$ cat config.mk
export PLATFORM = sky130hd
export DESIGN_NAME = time_set_ctrl
export DESIGN_NICKNAME = d
export VERILOG_FILES = /design/src/rtl/clock_pkg.sv /design/src/rtl/time_set_ctrl_btn_debounce.sv /design/src/rtl/time_set_ctrl.sv
export SDC_FILE = /design/constraint.sdc
export NUM_CORES = 1
export LEC_CHECK = 0
export BUFFER_PORTS_ARGS = -buffer_cell sky130_fd_sc_hd__buf_2
export CORE_MARGIN = 2
export CORE_UTILIZATION = 55
export DETAILED_ROUTE_END_ITERATION = 10
export PLACE_DENSITY = 0.7
export SLEW_MARGIN = 20
export SYNTH_ARGS = -nofsm -noshare
export SYNTH_HDL_FRONTEND = slang
export SYNTH_SLANG_ARGS = --single-unit
export TNS_END_PERCENT = 30
$ cat constraint.sdc
create_clock -name clk -period 6.25 [get_ports clk]
set_input_delay 0.625 -clock clk [delete_from_list [all_inputs] [get_ports clk]]
set_output_delay 0.625 -clock clk [all_outputs]
set_load 0.01 [all_outputs]
$ cat src/rtl/clock_pkg.sv
// Shared types and constants for the Millennium Clock front-panel setting logic.
package clock_pkg;

  typedef enum logic [2:0] {
    RUN,
    SET_SEC,
    SET_MIN,
    SET_HOUR,
    SET_DAY,
    SET_MON,
    SET_YEAR
  } set_state_t;

  localparam int NUM_SET_FIELDS = 6;
  localparam int FLD_SEC        = 0;
  localparam int FLD_MIN        = 1;
  localparam int FLD_HOUR       = 2;
  localparam int FLD_DAY        = 3;
  localparam int FLD_MON        = 4;
  localparam int FLD_YEAR       = 5;
  localparam int BLINK_CNT_W    = 24;

  function automatic set_state_t next_state(set_state_t s);
    case (s)
      RUN:      next_state = SET_SEC;
      SET_SEC:  next_state = SET_MIN;
      SET_MIN:  next_state = SET_HOUR;
      SET_HOUR: next_state = SET_DAY;
      SET_DAY:  next_state = SET_MON;
      SET_MON:  next_state = SET_YEAR;
      default:  next_state = RUN;
    endcase
  endfunction

  function automatic logic [NUM_SET_FIELDS-1:0] field_sel(set_state_t s);
    field_sel = '0;
    case (s)
      SET_SEC:  field_sel[FLD_SEC]  = 1'b1;
      SET_MIN:  field_sel[FLD_MIN]  = 1'b1;
      SET_HOUR: field_sel[FLD_HOUR] = 1'b1;
      SET_DAY:  field_sel[FLD_DAY]  = 1'b1;
      SET_MON:  field_sel[FLD_MON]  = 1'b1;
      SET_YEAR: field_sel[FLD_YEAR] = 1'b1;
      default:  field_sel = '0;
    endcase
  endfunction

endpackage

$ cat src/rtl/time_set_ctrl_btn_debounce.sv
// Button conditioner: 2-FF synchronizer, stable-count debouncer and rising-edge flag.
module btn_debounce #(
  parameter int DEBOUNCE_CYCLES = 500000
) (
  input  logic clk,
  input  logic rstn,
  input  logic btn,
  output logic level,
  output logic rise
);

  localparam int CW = $clog2(DEBOUNCE_CYCLES) + 1;
  localparam logic [CW-1:0] CNT_LAST = CW'(DEBOUNCE_CYCLES - 1);

  logic          sync_p0;
  logic          sync_p1;
  logic          level_q;
  logic [CW-1:0] cnt;

  always_ff @(posedge clk or negedge rstn) begin
    if (!rstn) begin
      sync_p0 <= 1'b0;
      sync_p1 <= 1'b0;
      level   <= 1'b0;
      level_q <= 1'b0;
      cnt     <= '0;
    end else begin
      sync_p0 <= btn;
      sync_p1 <= sync_p0;
      // stage boundary: synchronized level -> debounced level
      if (sync_p1 == level) begin
        cnt <= '0;
      end else if (cnt >= CNT_LAST) begin
        level <= sync_p1;
        cnt   <= '0;
      end else begin
        cnt <= cnt + 1'b1;
      end
      level_q <= level;
    end
  end

  assign rise = level & ~level_q;

endmodule

$ cat src/rtl/time_set_ctrl.sv
// Front-panel time/date setting controller. Optional auto-repeat of UP/DOWN
// is enabled by defining TIME_SET_AUTOREPEAT_EN.
module time_set_ctrl
  import clock_pkg::*;
#(
  parameter int DEBOUNCE_CYCLES = 500000,
  parameter int TIMEOUT_CYCLES  = 1500000000,
  parameter int REPEAT_DELAY    = 25000000,
  parameter int REPEAT_PERIOD   = 10000000
) (
  input  logic                      clk,
  input  logic                      rstn,
  input  logic                      btn_mode,
  input  logic                      btn_up,
  input  logic                      btn_down,
  output logic                      set_enable,
  output logic [NUM_SET_FIELDS-1:0] set_mode,
  output logic                      inc,
  output logic                      dec,
  output logic                      blink
);

  localparam int TW = $clog2(TIMEOUT_CYCLES) + 1;
  localparam logic [TW-1:0] TMO_LAST = TW'(TIMEOUT_CYCLES - 1);

  logic mode_lvl, mode_rise;
  logic up_lvl, up_rise;
  logic dn_lvl, dn_rise;
  logic rpt_up, rpt_dn;
  logic mode_pend, mode_go;

  set_state_t             state;
  set_state_t             adv_state;
  logic [TW-1:0]          tmo_cnt;
  logic [BLINK_CNT_W-1:0] blink_cnt;

  btn_debounce #(.DEBOUNCE_CYCLES(DEBOUNCE_CYCLES)) u_db_mode (
    .clk(clk), .rstn(rstn), .btn(btn_mode), .level(mode_lvl), .rise(mode_rise)
  );
  btn_debounce #(.DEBOUNCE_CYCLES(DEBOUNCE_CYCLES)) u_db_up (
    .clk(clk), .rstn(rstn), .btn(btn_up), .level(up_lvl), .rise(up_rise)
  );
  btn_debounce #(.DEBOUNCE_CYCLES(DEBOUNCE_CYCLES)) u_db_down (
    .clk(clk), .rstn(rstn), .btn(btn_down), .level(dn_lvl), .rise(dn_rise)
  );

  // A MODE edge landing right after a pulse is held one cycle so set_mode
  // stays put in the cycle following every inc/dec.
  assign mode_go   = mode_rise | mode_pend;
  assign adv_state = next_state(state);

`ifdef TIME_SET_AUTOREPEAT_EN
  localparam int RW = $clog2((REPEAT_DELAY > REPEAT_PERIOD) ? REPEAT_DELAY : REPEAT_PERIOD) + 1;
  localparam logic [RW-1:0] RPT_FIRST = RW'(REPEAT_DELAY - 1);
  localparam logic [RW-1:0] RPT_NEXT  = RW'(REPEAT_PERIOD - 1);

  logic [RW-1:0] rpt_cnt;
  logic          rpt_armed;
  logic          rpt_hold;
  logic          rpt_hit;
  logic          unused_mode_lvl;

  assign rpt_hold = (state != RUN) && (up_lvl ^ dn_lvl);
  assign rpt_hit  = rpt_hold && !(up_rise || dn_rise || mode_go) &&
                    (rpt_cnt == (rpt_armed ? RPT_NEXT : RPT_FIRST));
  assign rpt_up   = rpt_hit & up_lvl;
  assign rpt_dn   = rpt_hit & dn_lvl;
  assign unused_mode_lvl = mode_lvl;

  always_ff @(posedge clk or negedge rstn) begin
    if (!rstn) begin
      rpt_cnt   <= '0;
      rpt_armed <= 1'b0;
    end else if (!rpt_hold || up_rise || dn_rise || mode_go) begin
      rpt_cnt   <= '0;
      rpt_armed <= 1'b0;
    end else if (rpt_hit) begin
      rpt_cnt   <= '0;
      rpt_armed <= 1'b1;
    end else if (rpt_cnt != '1) begin
      rpt_cnt <= rpt_cnt + 1'b1;
    end
  end
`else
  localparam int unused_rpt = REPEAT_DELAY + REPEAT_PERIOD;
  logic unused_lvl;

  assign rpt_up     = 1'b0;
  assign rpt_dn     = 1'b0;
  assign unused_lvl = &{1'b0, mode_lvl, up_lvl, dn_lvl};
`endif

  always_ff @(posedge clk or negedge rstn) begin
    if (!rstn) begin
      state      <= RUN;
      set_enable <= 1'b0;
      set_mode   <= '0;
      inc        <= 1'b0;
      dec        <= 1'b0;
      blink      <= 1'b0;
      blink_cnt  <= '0;
      tmo_cnt    <= '0;
      mode_pend  <= 1'b0;
    end else begin
      inc       <= 1'b0;
      dec       <= 1'b0;
      mode_pend <= 1'b0;
      if (state != RUN) begin
        blink_cnt <= blink_cnt + 1'b1;
        if (&blink_cnt) blink <= ~blink;
      end
      if (mode_go) begin
        if (inc || dec) begin
          mode_pend <= 1'b1;
        end else begin
          state      <= adv_state;
          set_enable <= (adv_state != RUN);
          set_mode   <= field_sel(adv_state);
          tmo_cnt    <= '0;
          if (adv_state == RUN) begin
            blink     <= 1'b0;
            blink_cnt <= '0;
          end
        end
      end else if (state != RUN) begin
        if (up_rise || dn_rise || rpt_up || rpt_dn) begin
          tmo_cnt <= '0;
          inc     <= (up_rise & ~dn_rise) | rpt_up;
          dec     <= (dn_rise & ~up_rise) | rpt_dn;
        end else if (tmo_cnt == TMO_LAST) begin
          state      <= RUN;
          set_enable <= 1'b0;
          set_mode   <= '0;
          blink      <= 1'b0;
          blink_cnt  <= '0;
        end else begin
          tmo_cnt <= tmo_cnt + 1'b1;
        end
      end
    end
  end

endmodule

==> results.py <==
metrics = {
    "placement": {
        "dpl_worst_slack_ns": 3.48,
        "placed_cell_area_um2": 6970,
        "gp_congestion": 0.885,
        "hpwl_um": 8400,
        "dp_cells": 843,
        "port_buffers": 14,
    },
    "detailed_routing": {
        "detail_route.wl_per_cell_um": 14.4,
        "drc": 0,
        "num_vias": 4854,
        "first_pass_iters": 5,
        "viasPerCell": 5.55,
        "wirelength_um": 12600,
        "drt_iter0_drc": 336,
        "ant_nets": 0,
    },
    "final_layout": {
        "fin_util_pct": 63.0,
        "syn2layout_area_growth_pct": 11.8,
        "drive_above_1_share_pct": 11.5,
        "finalInstanceArea_um2": 7600,
        "nNetsFinal": 704,
        "antenna_cells": 0,
        "final_common_cell": "dfrtp_1",
        "fin_cells": 875,
        "final_cell_mix": "142 x dfrtp_1, 105 x nor2_1, 69 x xor2_1",
        "fillers": 947,
    },
    "timing": {
        "drv_slew": 0,
        "rsz0062_at_grt": "no",
        "finalHoldViolations": 0,
        "relSlewSlack_pct": 36.2,
        "finClkSkew_ns": 0.00759,
        "worst_pin_slew_ns": 0.955,
        "timing.final.crit_share_pct": 44.8,
        "setup_slack_ns": 3.45,
        "setup-violations-final": 0,
        "max_freq_ghz": 0.357,
        "tns_ns": 0,
        "post-route-min-period_ns": 2.80,
    },
    "worst_setup_path": {
        "end_kind": "flop",
        "crit_path_max_fanout": 25,
        "rr_startpoint": "tmo_cnt[0]$_DFFE_PN0P_",
        "max_stage_delay_ns": 0.83,
        "critPathBufInv": 0,
        "r2r_end": "blink$_DFF_PN0_",
        "startpoint_type": "flop",
        "path_delay_family": "simple AND/OR/NAND/NOR gates",
        "reg2regPathDepth": 6,
        "crit_chain": "ha_1 > nand4_1 > nor4_1 > or4b_1 > a21oi_4 > nor2_1",
        "crit_slowest_cell": "a21oi_4",
        "rrSetupSlack_ns": 3.45,
        "critPathArrivalTime_ns": 3.06,
        "startpoint": "tmo_cnt[0]$_DFFE_PN0P_",
        "crit_type": "reg2reg",
        "crit_required_ns": 6.51,
    },
    "power": {
        "powerDensity_nw_per_um2": 318,
        "clockPowerShare_pct": 43.2,
        "switching_share_pct": 27.0,
        "p_leak_nw": 3.32,
        "ir_drop_mv": 0.204,
        "pwr-share-seq_pct": 43.4,
        "switchingPower_uw": 654,
        "pwr-share-comb_pct": 13.3,
        "p_int_mw": 1.77,
    },
    "cts": {
        "cts_tree": "yes",
        "ctsResizeCount": 0,
        "holdBufCountCts": 0,
        "clk_pin_slew_worst_paths_ns": 0.06,
        "post_cts_buffers": 0,
        "clock_sinks": 142,
        "cts_max_level": 4,
        "cts_root_buf": "clkbuf_16",
        "clk_latency_ns": 0.41,
        "cts_buffers": 17,
        "clk_path_buf_depth": 2,
    },
    "global_route": {
        "grt_usage_pct": 20.9,
        "grt_pass1_vias": 4795,
        "antenna_found_initial": 0,
        "grt_max_degree": 85,
        "overflow": 0,
        "grt_pass1_wl_um": 22000,
    },
    "floorplanning": {
        "initial_core_util_pct": 56.4,
        "die_h_um": 115,
        "io_pins": 15,
        "num_rows": 40,
        "core_area_um2": 12100,
        "dieArea_um2": 13300,
        "die_width_um": 115,
    },
    "logic_synthesis": {
        "syn_area_um2": 6800,
        "synthAdderAreaFrac_pct": 0.920,
        "avgSynthCellArea_um2": 10.1,
        "synth_top_family_by_area": "simple AND/OR/NAND/NOR gates",
        "synth_ff_type": "dfrtp_1",
        "syn-instance-count": 676,
        "synth.distinct_cells": 49,
        "muxShareOfSynthArea_pct": 0.663,
        "async_flop_share_pct": 100,
        "yosys.area.top_type": "dfrtp_1",
        "synth_edf_count": 0,
        "synth-simple-area-share_pct": 26.0,
        "synth-xor-area-share_pct": 11.9,
        "ys_seq_area_share_pct": 52.3,
        "synth_compound_area_share_pct": 5.72,
        "ys_ff_latch": 142,
        "synth.top_cell.area_share_pct": 52.3,
        "yosys_warnings": 0,
        "synth.area.top_cells": "dfrtp_1 52%, xor2_1 8.9%, nor2_1 5.8%",
    },
    "job": {
        "drv_cap": 0,
    },
    "outcome": {
        "run_status": "completed",
    },
    "hold_path": {
        "hold_path.class": "in2async",
    },
}
worst max-delay path by stage:
stage	end	slack, ns	cells past startpoint
floorplan	u_db_up.cnt[11]$_DFF_PN0_	4.15	9
global placement	blink$_DFF_PN0_	3.59	6
detailed placement	blink$_DFF_PN0_	3.48	6
CTS	blink$_DFF_PN0_	3.47	6
global route	blink$_DFF_PN0_	3.23	6
finish	blink$_DFF_PN0_	3.45	6
cell type report:
type | instances | area (um^2) | area share, %
Clock buffer | 23 | 498 | 6.55
Clock inverter | 9 | 131 | 1.73
Inverter | 9 | 33.8 | 0.444
Multi-Input combinational cell | 508 | 3080 | 40.6
Sequential cell | 142 | 3550 | 46.7
Tap cell | 168 | 210 | 2.76
Timing Repair Buffer | 16 | 91.3 | 1.20
routing by layer:
layer / track usage, % / wire length (um) / vias to the layer above
met5: 0 / 0 / -
met4: 8.03 / 215 / 0
met3: 4.96 / 399 / 16
met2: 33.5 / 6060 / 83
met1: 27.7 / 5930 / 2385
li1: - / - / 2370
power by group through the flow:
| stage | clock (mW) | sequential (mW) | combinational (mW) |
|---|---|---|---|
| global placement | 0 | 1.06 | 0.313 |
| global route | 1.10 | 1.06 | 0.366 |
| detailed placement | 0 | 1.07 | 0.323 |
| finish | 1.05 | 1.05 | 0.323 |
| floorplan | 0 | 1.06 | 0.245 |
| CTS | 1.07 | 1.05 | 0.326 |
logic make-up after synthesis:
kind of cell	count (synthesis)
xor gates and xnor gates	92
DFF	142
muxes	4
AOI/OAI and AO/OA	58
and+or+nand+nor	346
other	1
adders and majority gates	5
buffers and inverters	28
synthesized netlist by cell type, types with 2 or more instances:
cell type	instances
dfrtp_1	142
nor2_1	105
xor2_1	69
nand2_1	58
nand3_1	52
nand4_1	24
xnor2_1	23
and3_1	22
nor2_2	20
o21ai_1	13
and4_1	12
nor3_1	11
o31ai_1	11
a21oi_1	10
inv_1	9
buf_2	8
o21ai_0	8
nor4_1	7
buf_6	6
nand2b_1	6
o41ai_1	6
and2_1	5
ha_1	5
nor2b_1	5
mux2_2	4
a311o_1	3
or2_2	3
or4_1	3
buf_4	2
clkbuf_1	2
nor4b_2	2
o211a_1	2
o21a_1	2
stage by stage:
stage               hold WS, ns  power [mW]
floorplan                 0.329        1.30
global placement          0.336        1.38
detailed placement        0.337        1.39
CTS                       0.280        2.45
global route              0.301        2.53
finish                    0.265        2.42
registers in the layout (all words and copies together) (netlist names), 3 cells and up, named ones only:
signal and flops:
set_mode 6, u_db_down.cnt 20, tmo_cnt 32, blink_cnt 23, state 3, u_db_up.cnt 20, u_db_mode.cnt 20
Power figures use the tool's default switching activity.
